## src/rtl/csa_resolve_acc.sv

```systemverilog
// Resolves redundant (sum, carry) operand pairs into a binary accumulator,
// CHUNK bits per cycle. A group of beats ends with a beat whose last_i is set.
// The result is then held on res_o until the downstream side accepts it.
// Accepting the result clears the accumulator for the next group.
module csa_resolve_acc #(
    parameter int IN_SIZE  = 20,
    parameter int ACC_SIZE = 32,   // must be >= IN_SIZE
    parameter int CHUNK    = 4     // must divide ACC_SIZE
) (
    input  logic                clk_i,
    input  logic                rst_ni,
    input  logic                valid_i,
    output logic                ready_o,
    input  logic [IN_SIZE-1:0]  sum_i,
    input  logic [IN_SIZE-1:0]  carry_i,
    input  logic                last_i,
    output logic [ACC_SIZE-1:0] res_o,
    output logic                res_valid_o,
    input  logic                res_ready_i
);

    localparam int NCHUNK = ACC_SIZE / CHUNK;
    localparam int CNT_W  = (NCHUNK > 1) ? $clog2(NCHUNK) : 1;

    typedef enum logic [1:0] {IDLE, ADD, OUT} state_t;

    state_t              state_q, state_d;
    logic                init_q, init_d;
    logic [ACC_SIZE-1:0] acc_q, acc_d;
    logic [ACC_SIZE-1:0] sum_q, sum_d;
    logic [ACC_SIZE-1:0] carry_q, carry_d;
    logic                last_q, last_d;
    logic [CNT_W-1:0]    cnt_q, cnt_d;
    logic [1:0]          cin_q, cin_d;

    logic [31:0]         base;
    logic [CHUNK+1:0]    chunk_res;
    logic                accept;

    // init_q keeps ready_o low while reset is held and until the first edge
    // after release, even though the state register already reads IDLE.
    assign init_d      = 1'b1;
    assign ready_o     = init_q && (state_q == IDLE);
    assign res_valid_o = (state_q == OUT);
    assign res_o       = res_valid_o ? acc_q : '0;
    assign accept      = valid_i && ready_o;
    assign base        = 32'(cnt_q) * 32'(CHUNK);

    // One chunk of acc + sum + carry + cin; the sum never exceeds 3*2^CHUNK-1,
    // so two extra bits hold the carry into the next chunk.
    always_comb begin
        chunk_res = (CHUNK+2)'(acc_q[base +: CHUNK])
                  + (CHUNK+2)'(sum_q[base +: CHUNK])
                  + (CHUNK+2)'(carry_q[base +: CHUNK])
                  + (CHUNK+2)'(cin_q);
    end

    // Next-state and datapath updates for the IDLE / ADD / OUT sequence.
    always_comb begin
        state_d = state_q;
        acc_d   = acc_q;
        sum_d   = sum_q;
        carry_d = carry_q;
        last_d  = last_q;
        cnt_d   = cnt_q;
        cin_d   = cin_q;
        case (state_q)
            IDLE: begin
                if (accept) begin
                    sum_d   = ACC_SIZE'($signed(sum_i));
                    carry_d = ACC_SIZE'($signed(carry_i));
                    last_d  = last_i;
                    cnt_d   = '0;
                    cin_d   = '0;
                    state_d = ADD;
                end
            end
            ADD: begin
                acc_d[base +: CHUNK] = chunk_res[CHUNK-1:0];
                cin_d = chunk_res[CHUNK+1:CHUNK];
                cnt_d = cnt_q + 1'b1;
                if (cnt_q == CNT_W'(NCHUNK - 1)) begin
                    // carry out of the top chunk is dropped: modulo 2^ACC_SIZE
                    cnt_d   = '0;
                    cin_d   = '0;
                    state_d = last_q ? OUT : IDLE;
                end
            end
            OUT: begin
                if (res_ready_i) begin
                    acc_d   = '0;
                    state_d = IDLE;
                end
            end
            default: state_d = IDLE;
        endcase
    end

    // State and datapath registers; reset discards any partial accumulation.
    always_ff @(posedge clk_i or negedge rst_ni) begin
        if (!rst_ni) begin
            state_q <= IDLE;
            init_q  <= 1'b0;
            acc_q   <= '0;
            sum_q   <= '0;
            carry_q <= '0;
            last_q  <= 1'b0;
            cnt_q   <= '0;
            cin_q   <= '0;
        end else begin
            state_q <= state_d;
            init_q  <= init_d;
            acc_q   <= acc_d;
            sum_q   <= sum_d;
            carry_q <= carry_d;
            last_q  <= last_d;
            cnt_q   <= cnt_d;
            cin_q   <= cin_d;
        end
    end

endmodule

```

## config.mk

```make
export PLATFORM = sky130hd
export DESIGN_NAME = csa_resolve_acc
export DESIGN_NICKNAME = d
export VERILOG_FILES = /design/src/rtl/csa_resolve_acc.sv
export SDC_FILE = /design/constraint.sdc
export NUM_CORES = 1
export LEC_CHECK = 0
export ABC_AREA = 0
export BUFFER_PORTS_ARGS = -buffer_cell sky130_fd_sc_hd__buf_2
export CORE_MARGIN = 2
export CORE_UTILIZATION = 55
export CTS_BUF_LIST = sky130_fd_sc_hd__clkbuf_16
export DETAILED_ROUTE_END_ITERATION = 6
export HOLD_SLACK_MARGIN = 0.12
export PLACE_DENSITY_LB_ADDON = 0.25
export SYNTH_ARGS = -nofsm -noshare
export SYNTH_HDL_FRONTEND = slang
export SYNTH_SLANG_ARGS = --single-unit
```

## constraint.sdc

```tcl
create_clock -name clk_i -period 4.4 [get_ports clk_i]
set_clock_uncertainty 0.1 [all_clocks]
set_input_delay 0.22 -clock clk_i [delete_from_list [all_inputs] [get_ports clk_i]]
set_output_delay 0.22 -clock clk_i [all_outputs]
set_load 0.02 [all_outputs]
```

# Word-level counts from Yosys, hierarchy flattened
# Cells that the tools add are included.
# word_totals
ff_bits	81
input_bits	45
output_inout_bits	34
wordCells	48
# op_classes
n_addsub	5
n_eq_ne	6
n_shift	5
mux	15
n_reduce_logical	9
# ops
cell	count
32-bit by 6-bit indexed part select with 4-bit output	3
32-bit two-way mux	2
32-bit one-hot mux with 2 select lines	1
5-bit negation with 34-bit output	1
4-bit by 34-bit variable shift with 32-bit output (first input constant)	1
4-bit by 34-bit indexed part select with 32-bit output	1
32-bit bitwise mux	1
2-bit two-way mux	6
5-bit by 4-bit adder with 6-bit output	1
6-bit by 2-bit adder with 6-bit output	1
3-bit two-way mux	2
2-bit one-hot mux with 3 select lines	1
3-bit one-hot mux with 2 select lines	1
2-bit AND reduction	3
4-bit by 4-bit adder with 5-bit output	1
2-bit != test (second input constant)	2
2-bit one-hot mux with 2 select lines	1
2-bit nonzero test	2
3-bit by 1-bit adder with 3-bit output (second input constant)	1
3-bit equality test (second input constant)	1
3-bit AND reduction	1
2-bit by 1-bit equality test with 1-bit output (second input constant)	1
2-bit equality test (second input constant)	1
1-bit logical AND	2
other kinds (2)	2

# Logic depth before layout (Yosys ltp)
# depth
depth_word	7
ltp_mapped	14

# Least setup slack after synthesis
# OpenSTA, ideal clock, no wires.
# synth_path
path_type	register to register
start	reg cnt_q[0]
end	reg acc_q[23]
setup_time_ns	0.143
arrival_ns	3.478
required_time_ns	4.157
path_slack_ns	0.679
path_stages_with_launch	11
path_cell_list	dfrtp_1 > buf_4 > mux4_2 > mux2i_1 > fa_1 > fa_1 > inv_1 > ha_1 > fa_1 > xnor2_1 > o21ai_0
# synth_between
elab_chain_cells	7
# synth_lines
element	line_no	source
start: declaration	33	logic [CNT_W-1:0] cnt_q, cnt_d;
start signal: assignment	117	cnt_q <= cnt_d;
32-bit by 6-bit indexed part select with 4-bit output (on tied branches)	52, 53	
4-bit by 4-bit adder with 5-bit output	53	+ (CHUNK+2)'(sum_q[base +: CHUNK])
5-bit by 4-bit adder with 6-bit output	54	+ (CHUNK+2)'(carry_q[base +: CHUNK])
6-bit by 2-bit adder with 6-bit output	55	+ (CHUNK+2)'(cin_q);
4-bit by 34-bit indexed part select with 32-bit output	79	acc_d[base +: CHUNK] = chunk_res[CHUNK-1:0];
32-bit bitwise mux (*)	79	
32-bit one-hot mux with 2 select lines (*)	67	case (state_q)
end signal: assignment	104	acc_q <= '0;
end signal: assignment	113	acc_q <= acc_d;
end: declaration	29	logic [ACC_SIZE-1:0] acc_q, acc_d;
# Mark *: on every way between the ends. The rest lies on a longest branch, timed or not.
# A chain may end at the register's enable or synchronous reset.

# Final worst setup path
# Same ends and word-level chain as after synthesis.

==> results by group <==
Outcome
  – Status: completed

Logic synthesis
  – Most used DFF post-synth: dfrtp_1
  – Sequential area share after synthesis: 46.7%
  – EDFF count, synth: 0
  – Synth Register Bits: 81
  – Mapped Cells: 364
  – Share of flip-flops with an asynchronous set or reset: 100%
  – Count leader, synth: dfrtp_1
  – Cell variety after synth: 44
  – Top cells by count, synth: dfrtp_1, nand2_1, mux2_2, and2_1, o21ai_0
  – Cell Area, Synth: 4340 µm²
  – Synth area leaders: dfrtp_1, mux2_2, mux4_2
  – Top cell type by total area after synthesis: dfrtp_1
  – Syn_nets: 426
  – Ys Warns: 0
  – Synth top area share: 46.7%
  – Syn avg cell area: 11.9 µm²

Floorplanning
  – Die W: ~93 µm
  – Row cnt: 32
  – Die Height: 92.8 µm
  – Ports: 79
  – Die Area: about 8600 µm²
  – Core area: 7690 µm²
  – Initial Util: between 50% and 60%

CTS
  – CTS Root Cell: clkbuf_16
  – Worst-path clk slew: roughly 0.060 ns
  – CTS Sinks: between 80 and 90
  – Post-CTS Setup Repair Bufs: 0
  – H-tree level count: 3
  – Num CTS Buffers: 9
  – Post-CTS Resized: 0
  – Longest Clk Path Bufs: 2
  – CTS tree: built
  – Skew-Pair Late Insertion Delay: ~0.34 ns
  – Hold buffer count at cts: 43

Routing
  – Drt pass-1 iters: 4
  – Residual DRC: 0
  – DR iter-0 viols: approximately 150
  – Routed WL: roughly 10000 µm
  – ANT nets after route: 0
  – DR vias: 3231
  – Vias/cell: around 5.5
  – WL per Instance: 17.0 µm

STA
  – Final Setup Violations: 0
  – Fin crit share: 92.9%
  – Max transition margin: ~29%
  – Actual slew at the worst max-slew pin: 1.06 ns
  – Max-slew violations: 0
  – RSZ-0062 raised after global routing: no
  – Final min period: 4.09 ns
  – Setup_tns: 0 ns
  – Post-route setup slack: roughly 0.31 ns
  – Fmax: ~240 MHz
  – Final hold violations: 0

Setup path
  – Worst setup SP type: flip-flop
  – CP max FO: 11
  – Reg2Reg Depth: 10
  – Crit Path Class: flip-flop to flip-flop
  – WP data arrival: about 4.2 ns
  – Worst setup EP type: flip-flop
  – CP required: 4.51 ns

Placed design
  – # port buffers: 78
  – Gpl congestion: 0.967
  – Setup WS pre-CTS: 0.323 ns
  – Dpl cells: 533
  – DP HPWL: 6940 µm

Cells and area
  – Finished Core Util: 71.6%
  – Final Non-Filler Cells: 589
  – Share of post-route cells with drive strength above 1: 33.7%
  – NumNets Final: 547
  – Area Overhead vs Synth: 26.7%
  – Antenna cells: 0
  – Fillcell total: between 500 and 600

Global route
  – GRT Overall Usage: 25.5%
  – Grt ovf: 0
  – Initial antenna violation count: 0
  – Pin count of the biggest net entering global routing: 82
  – First-pass GRT wire length: around 17000 µm
  – Number of global-route vias before repair: 3375

Run
  – Max_cap viols: 0

Hold path
  – Hold depth: 1
  – Hold Crit Class: flip-flop to flip-flop
==> worst max-delay path: stages, from the launching register on <==
cell	delay [ns]
dfrtp_1	0.64
mux4_2	0.57
mux2i_1	0.22
fa_1	0.48
fa_1	0.54
inv_1	0.04
ha_1	0.22
fa_1	0.41
xnor2_1	0.44
buf_4	0.22
o21ai_0	0.08
==> final cells by class <==
cell class	instances	area, µm²	area share [%]
Clock buffer	9	225	4.09
Clock inverter	4	47.5	0.864
Inverter	16	60.1	1.09
Multi-Input combinational cell	248	2130	38.7
Sequential cell	81	2030	36.8
Tap cell	102	128	2.32
Timing Repair Buffer	129	883	16.1
==> per-stage QoR <==
stage | hold WS [ns] | area, µm²
floorplan | -0.176 | 4340
global placement | 0.343 | 4800
detailed placement | 0.344 | 4800
CTS | 0.405 | 5500
global route | 0.421 | 5500
finish | 0.407 | 5500
==> registers in the layout (all words and copies together), names as in the netlist <==
| signal | cells |
|---|---|
| state_q | 2 |
| carry_q | 20 |
| last_q | 1 |
| cin_q | 2 |
| acc_q | 32 |
| init_q | 1 |
| sum_q | 20 |
| cnt_q | 3 |
==> cell families (layout without fill, tap and decap cells) <==
| family | Yosys count | after routing | share of synthesized area (%) |
|---|---|---|---|
| AOI/OAI and AO/OA | 43 | 43 | 6.08 |
| xor gates and xnor gates | 2 | 2 | 0.404 |
| adders and majority gates | 17 | 17 | 5.94 |
| buffers and inverters | 35 | 158 | 4.24 |
| DFF | 81 | 81 | 46.7 |
| muxes | 72 | 72 | 22.4 |
| other | 1 | 1 | 0.0864 |
| and+or+nand+nor | 113 | 113 | 14.2 |
==> path summary, 6_finish.rpt <==
path | start | end | slack, ns
max in group asynchronous | rst_ni | acc_q[12] | 3.05
min | carry_q[3] | carry_q[3] | 0.41
max | cnt_q[0] | acc_q[23] | 0.31
min reg2reg | carry_q[3] | carry_q[3] | 0.41
max reg2reg | cnt_q[0] | acc_q[23] | 0.31
min in group asynchronous | rst_ni | carry_q[14] | 0.47
==> cells in the final DEF (no fill, tap or decap), drive strengths merged, types with 3 or more instances in the layout <==
cell type and instances:
buf 86, dfrtp 81, nand2 45, dlygate4sd3 43
mux2 41, and2 33, o21ai 22, nand3 17
mux4 16, inv 15, mux2i 15, ha 11
clkbuf 9, fa 6, o21bai 5, a21oi 4
a211oi 4, o32ai 3, nor2 3, clkinv 3
==> routing by layer <==
metal  wire, µm  vias to the layer above  GRT usage, %
li1           -                     1521             -
met5          0                        -             0
met4        237                        0          11.6
met1       4120                     1586          32.4
met3        521                       18          3.91
met2       5170                      106          43.3
Power is not shown: default switching activity piles up to over one toggle a cycle in this logic, so the estimate is an artifact.
